**src/rtl/text_writer.sv**
```systemverilog
// text_writer: sole writer of the character text RAM. Accepts an ASCII byte
// stream over valid/ready, keeps a cursor, and turns bytes into RAM writes.
// Control bytes: CR, LF, BS, FF (clear screen). No scrolling; rows wrap.
//
//   state | meaning
//   ------+--------------------------------------------------------------
//   IDLE  | in_ready high; a handshake latches the byte and moves to EXEC
//   EXEC  | one cycle; the byte's write is on the port, cursor is updated
//   CLEAR | busy high; one space written per cycle to every cell, 0..last
//
// The first cycle after reset release is a boot cycle: all outputs still hold
// their reset values while the FSM decides between CLEAR and IDLE. This lets
// the first CLEAR cycle already carry a write without exposing busy/in_ready
// while rstn is low.
module text_writer #(
  parameter int COLS           = 80,
  parameter int ROWS           = 30,
  parameter int addr_width     = 12,
  parameter int data_width     = 8,
  parameter bit CLEAR_ON_RESET = 1'b1
) (
  input  logic                  clk,
  input  logic                  rstn,
  input  logic [7:0]            in_data,
  input  logic                  in_valid,
  output logic                  in_ready,
  output logic [addr_width-1:0] waddr,
  output logic [data_width-1:0] wdata,
  output logic                  write_en,
  output logic [6:0]            cur_col,
  output logic [4:0]            cur_row,
  output logic                  busy
);

  if ((1 << addr_width) < COLS * ROWS) begin : g_bad_cfg
    $error("text_writer: addr_width too small for COLS*ROWS");
  end

  typedef enum logic [1:0] {
    IDLE  = 2'd0,
    EXEC  = 2'd1,
    CLEAR = 2'd2
  } state_t;

  localparam logic [6:0]            COL_LAST  = 7'(COLS - 1);
  localparam logic [4:0]            ROW_LAST  = 5'(ROWS - 1);
  localparam logic [addr_width-1:0] ADDR_LAST = addr_width'(COLS * ROWS - 1);
  localparam logic [addr_width-1:0] ROW_STEP  = addr_width'(COLS);
  localparam logic [addr_width-1:0] ADDR_ONE  = addr_width'(1);
  localparam logic [data_width-1:0] SPACE     = data_width'(8'h20);

  localparam logic [7:0] CH_BS = 8'h08;
  localparam logic [7:0] CH_LF = 8'h0A;
  localparam logic [7:0] CH_FF = 8'h0C;
  localparam logic [7:0] CH_CR = 8'h0D;

  state_t                  state_q;
  logic                    init_q;
  logic [7:0]              byte_q;
  logic [6:0]              col_q;
  logic [4:0]              row_q;
  logic [addr_width-1:0]   row_base_q;
  logic                    we_q;
  logic [addr_width-1:0]   waddr_q;
  logic [data_width-1:0]   wdata_q;

  logic                    print_in;
  logic                    print_q;
  logic                    col_wrap;
  logic [addr_width-1:0]   cur_addr;
  logic [addr_width-1:0]   bs_addr;
  logic [4:0]              row_d;
  logic [addr_width-1:0]   row_base_d;

  // Byte classification, cursor address (row_base + col) and next-row values.
  always_comb begin
    print_in   = (in_data >= 8'h20) && (in_data <= 8'h7E);
    print_q    = (byte_q >= 8'h20) && (byte_q <= 8'h7E);
    col_wrap   = (col_q == COL_LAST);
    cur_addr   = row_base_q + addr_width'(col_q);
    bs_addr    = row_base_q + addr_width'(col_q - 7'd1);
    row_d      = (row_q == ROW_LAST) ? 5'd0 : row_q + 5'd1;
    row_base_d = (row_q == ROW_LAST) ? '0 : row_base_q + ROW_STEP;
  end

  // Main FSM: latches bytes, registers the RAM write port, moves the cursor.
  always_ff @(posedge clk or negedge rstn) begin
    if (!rstn) begin
      state_q    <= IDLE;
      init_q     <= 1'b0;
      byte_q     <= '0;
      col_q      <= '0;
      row_q      <= '0;
      row_base_q <= '0;
      we_q       <= 1'b0;
      waddr_q    <= '0;
      wdata_q    <= '0;
    end else begin
      we_q <= 1'b0;
      if (!init_q) begin
        init_q <= 1'b1;
        if (CLEAR_ON_RESET) begin
          state_q <= CLEAR;
          we_q    <= 1'b1;
          waddr_q <= '0;
          wdata_q <= SPACE;
        end
      end else begin
        unique case (state_q)
          IDLE: begin
            if (in_valid) begin
              byte_q  <= in_data;
              state_q <= EXEC;
              // The write lands in the EXEC cycle, so it is set up here.
              if (print_in) begin
                we_q    <= 1'b1;
                waddr_q <= cur_addr;
                wdata_q <= data_width'(in_data);
              end else if (in_data == CH_BS && col_q != 7'd0) begin
                we_q    <= 1'b1;
                waddr_q <= bs_addr;
                wdata_q <= SPACE;
              end
            end
          end
          EXEC: begin
            state_q <= IDLE;
            if (print_q) begin
              if (col_wrap) begin
                col_q      <= '0;
                row_q      <= row_d;
                row_base_q <= row_base_d;
              end else begin
                col_q <= col_q + 7'd1;
              end
            end else begin
              case (byte_q)
                CH_CR: col_q <= '0;
                CH_LF: begin
                  col_q      <= '0;
                  row_q      <= row_d;
                  row_base_q <= row_base_d;
                end
                CH_BS: begin
                  if (col_q != 7'd0) col_q <= col_q - 7'd1;
                end
                CH_FF: begin
                  state_q <= CLEAR;
                  we_q    <= 1'b1;
                  waddr_q <= '0;
                  wdata_q <= SPACE;
                end
                default: ;
              endcase
            end
          end
          CLEAR: begin
            // waddr_q doubles as the clear counter.
            if (waddr_q == ADDR_LAST) begin
              state_q    <= IDLE;
              col_q      <= '0;
              row_q      <= '0;
              row_base_q <= '0;
            end else begin
              we_q    <= 1'b1;
              waddr_q <= waddr_q + ADDR_ONE;
            end
          end
          default: state_q <= IDLE;
        endcase
      end
    end
  end

  assign in_ready = init_q && (state_q == IDLE);
  assign busy     = (state_q == CLEAR);
  assign write_en = we_q;
  assign waddr    = waddr_q;
  assign wdata    = wdata_q;
  assign cur_col  = col_q;
  assign cur_row  = row_q;

endmodule

```
**config.mk**
```make
export PLATFORM = sky130hd
export DESIGN_NAME = text_writer
export DESIGN_NICKNAME = d
export VERILOG_FILES = /design/src/rtl/text_writer.sv
export SDC_FILE = /design/constraint.sdc
export NUM_CORES = 1
export LEC_CHECK = 0
export BUFFER_PORTS_ARGS = -buffer_cell sky130_fd_sc_hd__buf_2
export CORE_MARGIN = 5
export CORE_UTILIZATION = 45
export DETAILED_ROUTE_END_ITERATION = 10
export GPL_ROUTABILITY_DRIVEN = 0
export SYNTH_ARGS = -nofsm -noshare
export SYNTH_HDL_FRONTEND = slang
export SYNTH_SLANG_ARGS = --single-unit
```
**constraint.sdc**
```tcl
create_clock -name clk -period 8.6 [get_ports clk]
set_clock_uncertainty 0.05 [all_clocks]
set_input_delay 0.43 -clock clk [delete_from_list [all_inputs] [get_ports clk]]
set_output_delay 0.43 -clock clk [all_outputs]
set_load 0.05 [all_outputs]
```
==> Implementation_results.wiki <==
{| class="wikitable"
! Metric !! Value
|-
| Result of the run || complete, no violations
|-
| Die Area || roughly 10000 um^2
|-
| Vias in the first global route || 3108
|-
| Class of the tightest hold or removal check || input pin to async pin
|-
| Synth Net Count || 467
|-
| Layout cells sized above 1 || 0.156
|-
| H-tree lvl count || 2
|-
| Final hold violation count || 0
|-
| Post-route fraction of the period consumed by the critical path || 0.399
|-
| Buffer levels on the longest clock path || 2
|-
| TritonCTS clock tree || built
|-
| Cell-by-cell trace of the critical path || or3_4 > or3_4 > or4_4 > inv_1 > ha_1 > o21ai_0 > o21a_1 > o41ai_1 > nand2_1 > mux2_4 > a31oi_1
|-
| Top FF cell, synth || sky130_fd_sc_hd__dfrtp_1
|-
| Count of buffers from port buffering || 45
|-
| Drt first pass iters || 5
|-
| Antenna violations before repair || 0
|-
| Startpoint type of the worst setup path || flop
|-
| Pin count of the biggest net entering global routing || 53
|-
| Reg2reg end || waddr[11]
|-
| Worst voltage drop across the vdd grid || 0.0513 mV
|-
| Wire length of the first global-routing pass || around 16000 um
|-
| Slack of the critical path || 5.17 ns
|-
| Starting density of the core || 0.455
|-
| Critical Path Sink Type || flop
|-
| Hold buffer count at cts || 0
|-
| Master cell of the clock root buffer || sky130_fd_sc_hd__clkbuf_8
|-
| Final count of negative-setup-slack endpoints || 0
|-
| Worst flop-to-flop path startpoint || cur_col[2]
|-
| Number of max-cap violations || 0
|-
| Final core occ || 0.507
|-
| Clock sinks || 52
|-
| Synth warnings || 0
|-
| RSZ-0062 raised after global routing || no
|-
| Slowest Stage Delay on Critical Path || 0.54 ns
|-
| Critical Path AT || approximately 3.6 ns
|-
| Critical path's most frequent cell || sky130_fd_sc_hd__or3_4
|-
| Register-to-Register Path Depth || 11
|-
| Count of flip-flops with a built-in enable after synthesis || 0
|-
| Nets || 503
|-
| Biggest fanout along the worst timing path || 14
|-
| Number of buffers created by CTS || 5
|-
| Total power density per cell area || between 100 and 150 nW/um^2
|-
| Count of distinct cell types in the synthesized netlist || 59
|-
| Commonest non-fill, non-tap cell in the layout || sky130_fd_sc_hd__dfrtp_1
|-
| P&R area growth vs syn || 11.5%
|-
| Post-Synthesis Cell Area || 3680 um^2
|-
| Instance area at placement || 3990 um^2
|-
| Via count || approximately 3.3k
|-
| Antenna cells || 0
|-
| Residual DRC count || 0
|-
| Hold Worst Slack || 0.194 ns
|-
| Category of the most critical setup path || flop to flop
|-
| Shortest clock period the worst path allows after layout || around 3.4 ns
|-
| Number of nets still failing antenna checks after routing || 0
|-
| Total wirelength of the detailed-routed design || roughly 9500 um
|-
| Worst setup slack after placement || 5.19 ns
|-
| Final routed wire length divided by cell count || 16.5 um
|-
| Total leakage power || 0.00189 uW
|-
| Maximum achievable frequency || 0.292 GHz
|-
| Boundary Pins || 46
|-
| Worst-path clk slew || 0.10 ns
|-
| Relative slew slack || 0.447
|-
| Max-slew violations || 0
|-
| Finished Cell Area || 4110 um^2
|-
| Mean instance size in the synthesized netlist || between 8 and 9 um^2
|-
| Std cell rows || 33
|-
| Post-CTS Repair Setup Buffers || 0
|-
| Die Span X || 100 um
|-
| Drt first-iter violations || between 200 and 250
|-
| Count of instances resized after the clock tree is built || 0
|-
| Total routing usage reported by global routing || 0.192
|-
| Overflow left after global routing || 0
|-
| Register area share after synthesis || 0.353
|-
| Number of synthesized register bits || 52
|-
| Top library cells by usage in the layout, fill and taps aside || 52 x sky130_fd_sc_hd__dfrtp_1, 45 x sky130_fd_sc_hd__buf_2, 43 x sky130_fd_sc_hd__nand2_1, 34 x sky130_fd_sc_hd__nor2_1, 28 x sky130_fd_sc_hd__inv_1
|-
| Insertion delay to the later sink of the worst-skew pair || 0.31 ns
|-
| Post-DP HPWL || roughly 7000 um
|-
| Area of the placeable core || 8090 um^2
|-
| Cell with the biggest individual delay on the critical path || sky130_fd_sc_hd__dfrtp_1
|-
| Setup Total Neg Slack || 0 ns
|-
| Tightest Pin Transition || between 0.8 and 0.9 ns
|-
| Required time worst endpoint || 8.79 ns
|-
| Flop-to-flop setup slack || 5.17 ns
|-
| DIE HEIGHT || 100 um
|-
| Proportion of register bits with asynchronous set or reset after synthesis || 1.00
|-
| Via-to-Cell Ratio || roughly 5.8
|-
| Synthesized netlist cell count || 437
|}
## sequential cells by signal, summed over array words and instances, names as in the netlist
name,cells
byte_q,8
cur_col,7
cur_row,5
init_q,1
row_base_q,8
state_q,2
waddr,12
wdata,8
write_en,1
## kinds of logic after synthesis
family / synth area share
other cells: 0.00204
xor+xnor: 0.0285
mux: 0.0649
flops: 0.353
compound gates: 0.222
buf+inv: 0.0476
simple gates: 0.217
fa+ha+maj: 0.0645
## where the power goes
| group | switching (uW) | total [uW] | internal [uW] |
|---|---|---|---|
| registers | 3.12 | 251 | 247 |
| clock network | 86.4 | 182 | 95.3 |
| logic | 36.6 | 52.7 | 16.0 |
| total | 126 | 485 | 359 |
## metal layers
metal  vias up  global-route usage  share of wire
li1       1671                   -              -
met1      1584               0.287           0.50
met2        82               0.295           0.44
met3        11              0.0249          0.044
met4         0              0.0466          0.012
met5         -                   0              0
## worst max path at each step
| stage | startpoint | slack [ns] | to |
|---|---|---|---|
| after floorplan | cur_col[0] | 5.27 | waddr[11] |
| after global placement | cur_col[2] | 5.28 | waddr[11] |
| after detailed placement | cur_col[2] | 5.19 | waddr[11] |
| after CTS | cur_col[2] | 5.17 | waddr[11] |
| after global routing | cur_col[2] | 4.86 | waddr[11] |
| final | cur_col[2] | 5.17 | waddr[11] |
## worst max-delay path: cells and delay by family, from the launching register on
family	cells	cell delay, ns
AND/OR/NAND/NOR	4	1.34
AO/OA/AOI/OAI	4	0.83
adder cells (fa/ha/maj)	1	0.21
flip-flops	1	0.54
multiplexers	1	0.26
buffers and inverters	1	0.14
## cells in the mapped netlist (5+ instances only)
master,count,share of area
sky130_fd_sc_hd__nand4_1,6,0.010
sky130_fd_sc_hd__nand2_1,43,0.044
sky130_fd_sc_hd__nor3_1,5,0.0068
sky130_fd_sc_hd__xor2_1,8,0.019
sky130_fd_sc_hd__inv_1,28,0.029
sky130_fd_sc_hd__dfrtp_1,52,0.35
sky130_fd_sc_hd__clkbuf_1,15,0.015
sky130_fd_sc_hd__nand3_1,20,0.027
sky130_fd_sc_hd__nor2_1,34,0.035
sky130_fd_sc_hd__ha_1,19,0.065
sky130_fd_sc_hd__o22ai_1,7,0.012
sky130_fd_sc_hd__mux2_2,10,0.031
sky130_fd_sc_hd__a21oi_1,14,0.019
sky130_fd_sc_hd__nand2b_1,9,0.015
sky130_fd_sc_hd__nor3b_1,6,0.012
sky130_fd_sc_hd__a31oi_1,10,0.017
sky130_fd_sc_hd__o21ai_1,25,0.034
sky130_fd_sc_hd__and3_1,8,0.014
sky130_fd_sc_hd__o21ai_0,24,0.033
sky130_fd_sc_hd__mux2i_1,10,0.027
sky130_fd_sc_hd__o31ai_1,10,0.020
## per-stage QoR
stage / std cells / total power [uW]
2_1_floorplan: 437 / 289
3_3_place_gp: 571 / 308
3_5_place_dp: 571 / 308
4_1_cts: 579 / 491
5_1_grt: 579 / 504
6_report: 579 / 485
## final cells by class
| type | count | area [um^2] |
|---|---|---|
| clock buffers | 6 | 82.6 |
| clock inverters | 2 | 38.8 |
| fillers | 821 | 3990 |
| inverters | 28 | 105 |
| multi-input cells | 339 | 2210 |
| flip-flops and latches | 52 | 1300 |
| well taps | 105 | 131 |
| repair buffers | 47 | 240 |
Note: power is estimated with default switching activity, not from simulation.
